==> src/rtl/simul_axi_pkg.sv <==
// Shared widths and state encoding for the simulation AXI channel models.
package simul_axi_pkg;

    localparam int AXI3_LEN_WIDTH = 4;
    localparam int DEF_ID_WIDTH   = 12;
    localparam int DEF_DATA_WIDTH = 32;
    localparam int DEF_WSTB_WIDTH = DEF_DATA_WIDTH / 8;

    typedef enum logic {
        ST_IDLE  = 1'b0,
        ST_BURST = 1'b1
    } wburst_state_t;

endpackage

==> src/rtl/simul_axi_wburst_gen_if.sv <==
// Command and beat signals between the burst generator and its neighbours.
interface simul_axi_wburst_gen_if
    import simul_axi_pkg::*;
#(
    parameter int ID_WIDTH   = DEF_ID_WIDTH,
    parameter int DATA_WIDTH = DEF_DATA_WIDTH,
    parameter int WSTB_WIDTH = DEF_WSTB_WIDTH,
    parameter int LEN_WIDTH  = AXI3_LEN_WIDTH
) ();

    logic                  cmd_valid;
    logic                  cmd_ready;
    logic [ID_WIDTH-1:0]   cmd_id;
    logic [LEN_WIDTH-1:0]  cmd_len;
    logic [DATA_WIDTH-1:0] cmd_data;
    logic [DATA_WIDTH-1:0] cmd_incr;
    logic [WSTB_WIDTH-1:0] cmd_strb;

    logic [ID_WIDTH-1:0]   wid_in;
    logic [DATA_WIDTH-1:0] wdata_in;
    logic [WSTB_WIDTH-1:0] wstrb_in;
    logic                  wlast_in;
    logic                  set_cmd;
    logic                  ready;

    logic                  busy;
    logic                  burst_done;

    modport master (
        input  cmd_valid, cmd_id, cmd_len, cmd_data, cmd_incr, cmd_strb, ready,
        output cmd_ready, wid_in, wdata_in, wstrb_in, wlast_in, set_cmd, busy, burst_done
    );

    modport slave (
        output cmd_valid, cmd_id, cmd_len, cmd_data, cmd_incr, cmd_strb, ready,
        input  cmd_ready, wid_in, wdata_in, wstrb_in, wlast_in, set_cmd, busy, burst_done
    );

endinterface

==> src/rtl/simul_axi_wburst_gen.sv <==
// Expands one burst command into len+1 write beats, one per cycle while the FIFO is ready.
// A new command may be taken on the last-beat edge so bursts run back to back.
module simul_axi_wburst_gen
    import simul_axi_pkg::*;
#(
    parameter int ID_WIDTH   = DEF_ID_WIDTH,
    parameter int DATA_WIDTH = DEF_DATA_WIDTH,
    parameter int WSTB_WIDTH = DEF_WSTB_WIDTH,
    parameter int LEN_WIDTH  = AXI3_LEN_WIDTH
) (
    input  logic                   clk,
    input  logic                   reset,
    simul_axi_wburst_gen_if.master bus
);

    wburst_state_t         state;
    wburst_state_t         state_nxt;

    logic [ID_WIDTH-1:0]   id_q;
    logic [LEN_WIDTH-1:0]  len_q;
    logic [DATA_WIDTH-1:0] data_q;
    logic [DATA_WIDTH-1:0] incr_q;
    logic [WSTB_WIDTH-1:0] strb_q;
    logic [LEN_WIDTH-1:0]  cnt_q;
    logic                  done_q;

    logic                  in_burst;
    logic                  last_beat;
    logic                  xfer;
    logic                  can_take;
    logic                  accept;

    // can_take is kept free of reset so the async reset never feeds flop D inputs
    always_comb begin
        in_burst  = (state == ST_BURST);
        last_beat = in_burst && (cnt_q == len_q);
        xfer      = in_burst && bus.ready;
        can_take  = !in_burst || (last_beat && bus.ready);
        accept    = bus.cmd_valid && can_take;
    end

    always_ff @(posedge clk or negedge reset) begin
        if (!reset) begin
            state <= ST_IDLE;
        end else begin
            state <= state_nxt;
        end
    end

    always_comb begin
        state_nxt = state;
        unique case (state)
            ST_IDLE:  if (accept) state_nxt = ST_BURST;
            ST_BURST: if (xfer && last_beat && !accept) state_nxt = ST_IDLE;
            default:  state_nxt = ST_IDLE;
        endcase
    end

    always_comb begin
        bus.cmd_ready  = reset && can_take;
        bus.set_cmd    = xfer;
        bus.wid_in     = id_q;
        bus.wdata_in   = data_q;
        bus.wstrb_in   = strb_q;
        bus.wlast_in   = last_beat;
        bus.busy       = in_burst;
        bus.burst_done = done_q;
    end

    // A command accepted on the last-beat edge overrides the beat advance
    always_ff @(posedge clk or negedge reset) begin
        if (!reset) begin
            id_q   <= '0;
            len_q  <= '0;
            data_q <= '0;
            incr_q <= '0;
            strb_q <= '0;
            cnt_q  <= '0;
            done_q <= 1'b0;
        end else begin
            done_q <= xfer && last_beat;
            if (accept) begin
                id_q   <= bus.cmd_id;
                len_q  <= bus.cmd_len;
                data_q <= bus.cmd_data;
                incr_q <= bus.cmd_incr;
                strb_q <= bus.cmd_strb;
                cnt_q  <= '0;
            end else if (xfer) begin
                cnt_q  <= cnt_q + LEN_WIDTH'(1);
                data_q <= data_q + incr_q;
            end
        end
    end

endmodule
==> src/flat_wrapper.sv <==
// flat-port wrapper written by rule: the top's interface ports become plain ports
module simul_axi_wburst_gen_flat import simul_axi_pkg::*;
#(
    parameter int ID_WIDTH   = DEF_ID_WIDTH,
    parameter int DATA_WIDTH = DEF_DATA_WIDTH,
    parameter int WSTB_WIDTH = DEF_WSTB_WIDTH,
    parameter int LEN_WIDTH  = AXI3_LEN_WIDTH
)
  (clk, reset, bus_cmd_valid, bus_cmd_id, bus_cmd_len, bus_cmd_data, bus_cmd_incr, bus_cmd_strb, bus_ready, bus_cmd_ready, bus_wid_in, bus_wdata_in, bus_wstrb_in, bus_wlast_in, bus_set_cmd, bus_busy, bus_burst_done);
  simul_axi_wburst_gen_if #(.ID_WIDTH(ID_WIDTH), .DATA_WIDTH(DATA_WIDTH), .WSTB_WIDTH(WSTB_WIDTH), .LEN_WIDTH(LEN_WIDTH)) bus_i ();
  input  logic clk;
  input  logic reset;
  input wire logic [$bits(bus_i.cmd_valid)-1:0] bus_cmd_valid;
  input wire logic [$bits(bus_i.cmd_id)-1:0] bus_cmd_id;
  input wire logic [$bits(bus_i.cmd_len)-1:0] bus_cmd_len;
  input wire logic [$bits(bus_i.cmd_data)-1:0] bus_cmd_data;
  input wire logic [$bits(bus_i.cmd_incr)-1:0] bus_cmd_incr;
  input wire logic [$bits(bus_i.cmd_strb)-1:0] bus_cmd_strb;
  input wire logic [$bits(bus_i.ready)-1:0] bus_ready;
  output wire logic [$bits(bus_i.cmd_ready)-1:0] bus_cmd_ready;
  output wire logic [$bits(bus_i.wid_in)-1:0] bus_wid_in;
  output wire logic [$bits(bus_i.wdata_in)-1:0] bus_wdata_in;
  output wire logic [$bits(bus_i.wstrb_in)-1:0] bus_wstrb_in;
  output wire logic [$bits(bus_i.wlast_in)-1:0] bus_wlast_in;
  output wire logic [$bits(bus_i.set_cmd)-1:0] bus_set_cmd;
  output wire logic [$bits(bus_i.busy)-1:0] bus_busy;
  output wire logic [$bits(bus_i.burst_done)-1:0] bus_burst_done;
  assign bus_i.cmd_valid = bus_cmd_valid;
  assign bus_i.cmd_id = bus_cmd_id;
  assign bus_i.cmd_len = bus_cmd_len;
  assign bus_i.cmd_data = bus_cmd_data;
  assign bus_i.cmd_incr = bus_cmd_incr;
  assign bus_i.cmd_strb = bus_cmd_strb;
  assign bus_i.ready = bus_ready;
  assign bus_cmd_ready = bus_i.cmd_ready;
  assign bus_wid_in = bus_i.wid_in;
  assign bus_wdata_in = bus_i.wdata_in;
  assign bus_wstrb_in = bus_i.wstrb_in;
  assign bus_wlast_in = bus_i.wlast_in;
  assign bus_set_cmd = bus_i.set_cmd;
  assign bus_busy = bus_i.busy;
  assign bus_burst_done = bus_i.burst_done;
  simul_axi_wburst_gen #(.ID_WIDTH(ID_WIDTH), .DATA_WIDTH(DATA_WIDTH), .WSTB_WIDTH(WSTB_WIDTH), .LEN_WIDTH(LEN_WIDTH)) u_core (.clk(clk), .reset(reset), .bus(bus_i));
endmodule
==> config.mk <==
export PLATFORM = sky130hd
export DESIGN_NAME = simul_axi_wburst_gen_flat
export DESIGN_NICKNAME = d
export VERILOG_FILES = /design/src/rtl/simul_axi_pkg.sv /design/src/rtl/simul_axi_wburst_gen_if.sv /design/src/rtl/simul_axi_wburst_gen.sv /design/src/flat_wrapper.sv
export SDC_FILE = /design/constraint.sdc
export NUM_CORES = 1
export LEC_CHECK = 0
export BUFFER_PORTS_ARGS = -buffer_cell sky130_fd_sc_hd__buf_2
export CORE_MARGIN = 4
export CORE_UTILIZATION = 54
export CTS_CLUSTER_SIZE = 24
export DETAILED_ROUTE_END_ITERATION = 8
export PLACE_DENSITY = 0.8
export SLEW_MARGIN = 10
export SYNTH_ARGS = -nofsm -noshare
export SYNTH_HDL_FRONTEND = slang
export SYNTH_SLANG_ARGS = --single-unit
==> constraint.sdc <==
create_clock -name clk -period 2.8 [get_ports clk]
set_clock_uncertainty 0.1 [all_clocks]
set_input_delay 0.14 -clock clk [delete_from_list [all_inputs] [get_ports clk]]
set_output_delay 0.14 -clock clk [all_outputs]
set_load 0.05 [all_outputs]
Word level (Yosys, flattened, before mapping)
Index checks and enable logic that the tools add are counted.
{ "totals": {"word_cells": 30, "regBits": 90, "output_inout_bits": 53} }
{ "op_classes": {"mux": 7, "n_reduce_logical": 11, "n_eq_ne": 1, "add_sub_neg": 2, "bitwise": 1} }
{ "op_table": {"columns": ["cell", "count"], "rows": [
  ["$mux 32", 2],
  ["$add 32x32->32", 1],
  ["$mux 4", 2],
  ["$logic_and 1x1->1", 7],
  ["$add 4x1->4 const B", 1],
  ["$eq 4x4->1", 1],
  ["$logic_not 1->1", 2],
  ["$mux 1", 2],
  ["$pmux 1 s2", 1],
  ["$reduce_bool 2->1", 1],
  ["$logic_or 1x1->1", 1],
  ["$not 1->1", 1]
]} }

Logic depth before layout (Yosys ltp)
{ "depth": {"depth_word": 9, "mapped_depth": 10, "mapped_depth_nobuf": 10} }

Least setup slack after synthesis
Ideal clock, no wire load.
{ "synth_timing": {"path_type": "reg2reg", "from": "register u_core.data_q[0], in the netlist u_core.bus.wdata_in[0]", "to": "register u_core.data_q[26], in the netlist u_core.bus.wdata_in[26]", "n_path_buf": 0, "slack_ns": -0.045, "stages_incl_launch_ff": 11, "t_arrival_ns": 2.641, "synth_period_minus_slack_ns": 2.845, "path_cell_list": "dfrtp_1 -> ha_1 -> fa_1 -> a21oi_1 -> nand4b_1 -> a21oi_1 -> o211ai_1 -> nand2_1 -> o21ai_1 -> mux2_2 -> a221oi_1"} }
{ "synth_between": {"elab_chain_cells": 3} }
{ "synth_rtl": {"columns": ["item", "line", "text"], "rows": [
  ["from (decl)", "simul_axi_wburst_gen.sv:21", "logic [DATA_WIDTH-1:0] data_q;"],
  ["from (signal assigned)", "simul_axi_wburst_gen.sv:85", "data_q <= bus.cmd_data;"],
  ["from (signal assigned)", "simul_axi_wburst_gen.sv:91", "data_q <= data_q + incr_q;"],
  ["$add 32x32->32", "simul_axi_wburst_gen.sv:91", null],
  ["$mux 32", "simul_axi_wburst_gen.sv:89", "end else if (xfer) begin"],
  ["$mux 32", "simul_axi_wburst_gen.sv:82", "if (accept) begin"]
]} }
Every way passes these cells. The select of a mux whose other input is x is not followed.
A chain may end at the register's enable or synchronous reset.

Worst setup path after layout
{ "layout_timing": {"from": "register u_core.data_q[0], in the netlist u_core.bus.wdata_in[0]", "to": "register u_core.data_q[28], in the netlist u_core.bus.wdata_in[28]"} }
Same word-level chain as after synthesis.

==> qor.yml <==
clk_latency_ns: 0.38
timing.final.crit_share_pct: 95.4
reg2regPathDepth: 10
fillers: 707
worstHoldStart: "bus_cmd_data[18]"
grt_pass1_vias: 5606
crit_buf_inv: 0
rows: 36
worstPathCellList: "ha_1 -> fa_2 -> a21oi_2 -> nand4b_1 -> a21boi_1 -> o31a_2 -> a21oi_2 -> o21ai_1 -> xnor2_1 -> a21oi_1"
clk_pin_slew_worst_paths_ns: 0.10
worstSetupPathType: "reg2reg"
r2r-end: "u_core.bus.wdata_in[28]"
end_kind: "flip-flop"
worstHoldPathType: "in2reg"
stdcell_area_sq_um: 7430
gp_congestion: 0.948
p_leak_nw: 3.70
slowest_stage: "dfrtp_2"
dieWidth_um: 109
yosysUniqueCellTypes: 58
syn_inst: 666
place_hpwl_um: 11100
area_delta_synth_final_pct: 34.7
seq_area_frac_synth_pct: 40.8
cp_top_family: "compound AO/OA/AOI/OAI gates"
drv.max_cap_violation_count: 0
topRoutingLayerUsed: "met4"
port_buffers: 140
drt_iter0_markers: 391
nets: 1002
rr_startpoint: "u_core.bus.wdata_in[0]"
initial_core_util_pct: 55.9
root_buffer: "clkbuf_8"
synth-async-reset-ratio_pct: 100
pre_cts_slack_ns: -0.0278
wl_met1_um: 6970
start_kind: "flip-flop"
antenna_found_initial: 0
required_ns: 2.97
numCtsBuffers: 9
ys_warn_count: 0
max_stage_delay_ns: 0.43
finalWorstSetupSlack_ns: 0.128
worst_pin_slew_ns: 1.04
synth_area_sq_um: 5520
drive_gt1_share_pct: 22.0
cts_tree: "yes"
period_minus_slack_ns: 2.67
whs_path_depth: 3
dpl.cell_count: 924
power.density_nw_per_um2: 1480
fin_util_pct: 75.4
rsz0062_at_grt: "no"
place_area_sq_um: 6390
routed_via_density: 5.50
wl_per_cell_um: 15.8
synth_largest_area_cell: "dfrtp_1"
fin_cells: 1019
worst_ep_arrival_time_ns: 2.84
fin_total_pwr_mw: 11.0
fmax_ghz: 0.374
drv_slew: 0
crit_top_cell: "a21oi_2"
holdWs_ns: 0.00593
io_pins: 141
grt_max_degree: 91
synth.most_common_cell: "nand2_1"
route.vias.total: 5601
ir_drop_mv: 0.733
crit_fanout: 4
hold_viol: 0
synthTopCellsByArea: "dfrtp_1 (41%), nand2_1 (14%), ha_1 (7.3%)"
clock-sinks: 90
num_antenna_cells: 0
clockBufferDepth: 2
synth_commonest_cells: "nand2_1 (201), dfrtp_1 (90), a21oi_1 (63)"
grt-ovfl-total: 0
h-tree-depth: 3
setup_violations: 0
grt_util_all_layers_pct: 28.2
ys_ff_latch: 90
reg2reg_slack_ns: 0.13
wl_met2_um: 7810
syn-num-nets: 787
wl_met3_um: 925
drtPass1Iterations: 5
min_to: "u_core.bus.wdata_in[18]"
grt_pass1_wl_um: 26800
status: "complete, no violations"
synth_ff_type: "dfrtp_1"
relSlewSlack_pct: 30.4
synth-edff-count: 0
setup_tns_ns: 0
die-area_sq_um: 11900
core_sq_um: 9860
die_y_um: 109
synth_top_area_share_pct: 40.8
wl_um: 16100
post-route-drc-count: 0
avgSynthCellArea_sq_um: 8.28
ant_nets: 0
==> where the power goes <==
group / switching [mW] / internal, mW / leakage [nW]
Sequential: 0.504 / 1.95 / 1.09
Clock: 0.522 / 0.519 / 0.113
Combinational: 4.83 / 2.69 / 2.50
==> cells in the final DEF (no fill, tap or decap), types with 3 or more instances in the layout <==
cell           count
a31oi_1            5
mux2i_1            5
inv_1              8
xnor2_1           13
nor2_1            49
ha_1              32
inv_6              3
and2_1             7
o221ai_1           4
nor2b_1            5
o21ai_0           27
a221oi_1           3
xor2_1            16
a21o_1            11
dfrtp_1           89
buf_4             12
o21ai_1            7
nand3_1            9
buf_12             3
o21ai_2            3
and3_1             3
dlygate4sd3_1     78
clkbuf_8           9
buf_2            139
a21oi_2            4
o211ai_1           3
nand4_1            8
o21a_1             9
a211o_1            5
a21oi_1           61
o31ai_1            3
nor3_1             5
nand2_1          201
o22ai_1            4
o21bai_1           6
==> how the worst max path moves through the flow <==
stage,startpoint,to,slack (ns),cells past startpoint
floorplan,u_core.bus.wdata_in[0],u_core.bus.wdata_in[26],0.06,10
global placement,u_core.bus.wdata_in[0],u_core.bus.wdata_in[26],0.08,10
detailed placement,u_core.bus.wdata_in[0],u_core.bus.wdata_in[28],-0.03,10
CTS,u_core.bus.wdata_in[0],u_core.bus.wdata_in[26],0.001,10
global route,u_core.bus.wdata_in[0],u_core.bus.wdata_in[26],0.00006,10
finish,u_core.bus.wdata_in[0],u_core.bus.wdata_in[28],0.13,10
==> flip-flops by register name (all words and copies together) (netlist names) <==
register / cells
u_core.incr_q: 32
u_core.bus.busy: 1
u_core.bus.wid_in: 12
u_core.cnt_q: 4
u_core.bus.burst_done: 1
u_core.len_q: 4
u_core.bus.wdata_in: 32
u_core.bus.wstrb_in: 4
==> cells by family (layout without fill, tap and decap cells) <==
kind of cell | Yosys count | after routing | synth area share, %
AOI/OAI and AO/OA | 174 | 174 | 20.2
xor gates and xnor gates | 29 | 29 | 4.60
adders and majority gates | 33 | 33 | 7.62
buffers and inverters | 36 | 256 | 3.04
DFF | 90 | 90 | 40.8
muxes | 6 | 6 | 1.11
and+or+nand+nor | 298 | 298 | 22.6
==> area by class of cell <==
| cell class | count | area [sq um] | area share [%] |
|---|---|---|---|
| multi-input cells | 540 | 3130 | 42.1 |
| flip-flops and latches | 90 | 2250 | 30.3 |
| repair buffers | 232 | 1630 | 21.9 |
| well taps | 133 | 166 | 2.24 |
| clock buffers | 9 | 124 | 1.67 |
| clock inverters | 7 | 105 | 1.41 |
| inverters | 8 | 30.0 | 0.404 |
==> repair_timing <==
action,CTS,global route
hold buffers,78,0
endpoints found under the hold margin,167,0
gates cloned,0,0
endpoints found under the setup margin,2,5
resized for setup,2,5
buffers inserted,0,1
pin swaps,0,4
==> worst register-to-register path, stage by stage (launching register included) <==
cell      delay [ns]
dfrtp_2         0.43
ha_1            0.23
fa_2            0.38
a21oi_2         0.16
nand4b_1        0.18
a21boi_1        0.13
o31a_2          0.36
a21oi_2         0.24
o21ai_1         0.12
xnor2_1         0.16
a21oi_1         0.08
==> routing by layer <==
metal  up-vias  GRT usage (%)
met5         -              0
met4         0           10.9
met3        37           4.74
met2       177           46.4
met1      2652           37.3
li1       2735              -
(Power assumes the default switching activity.)
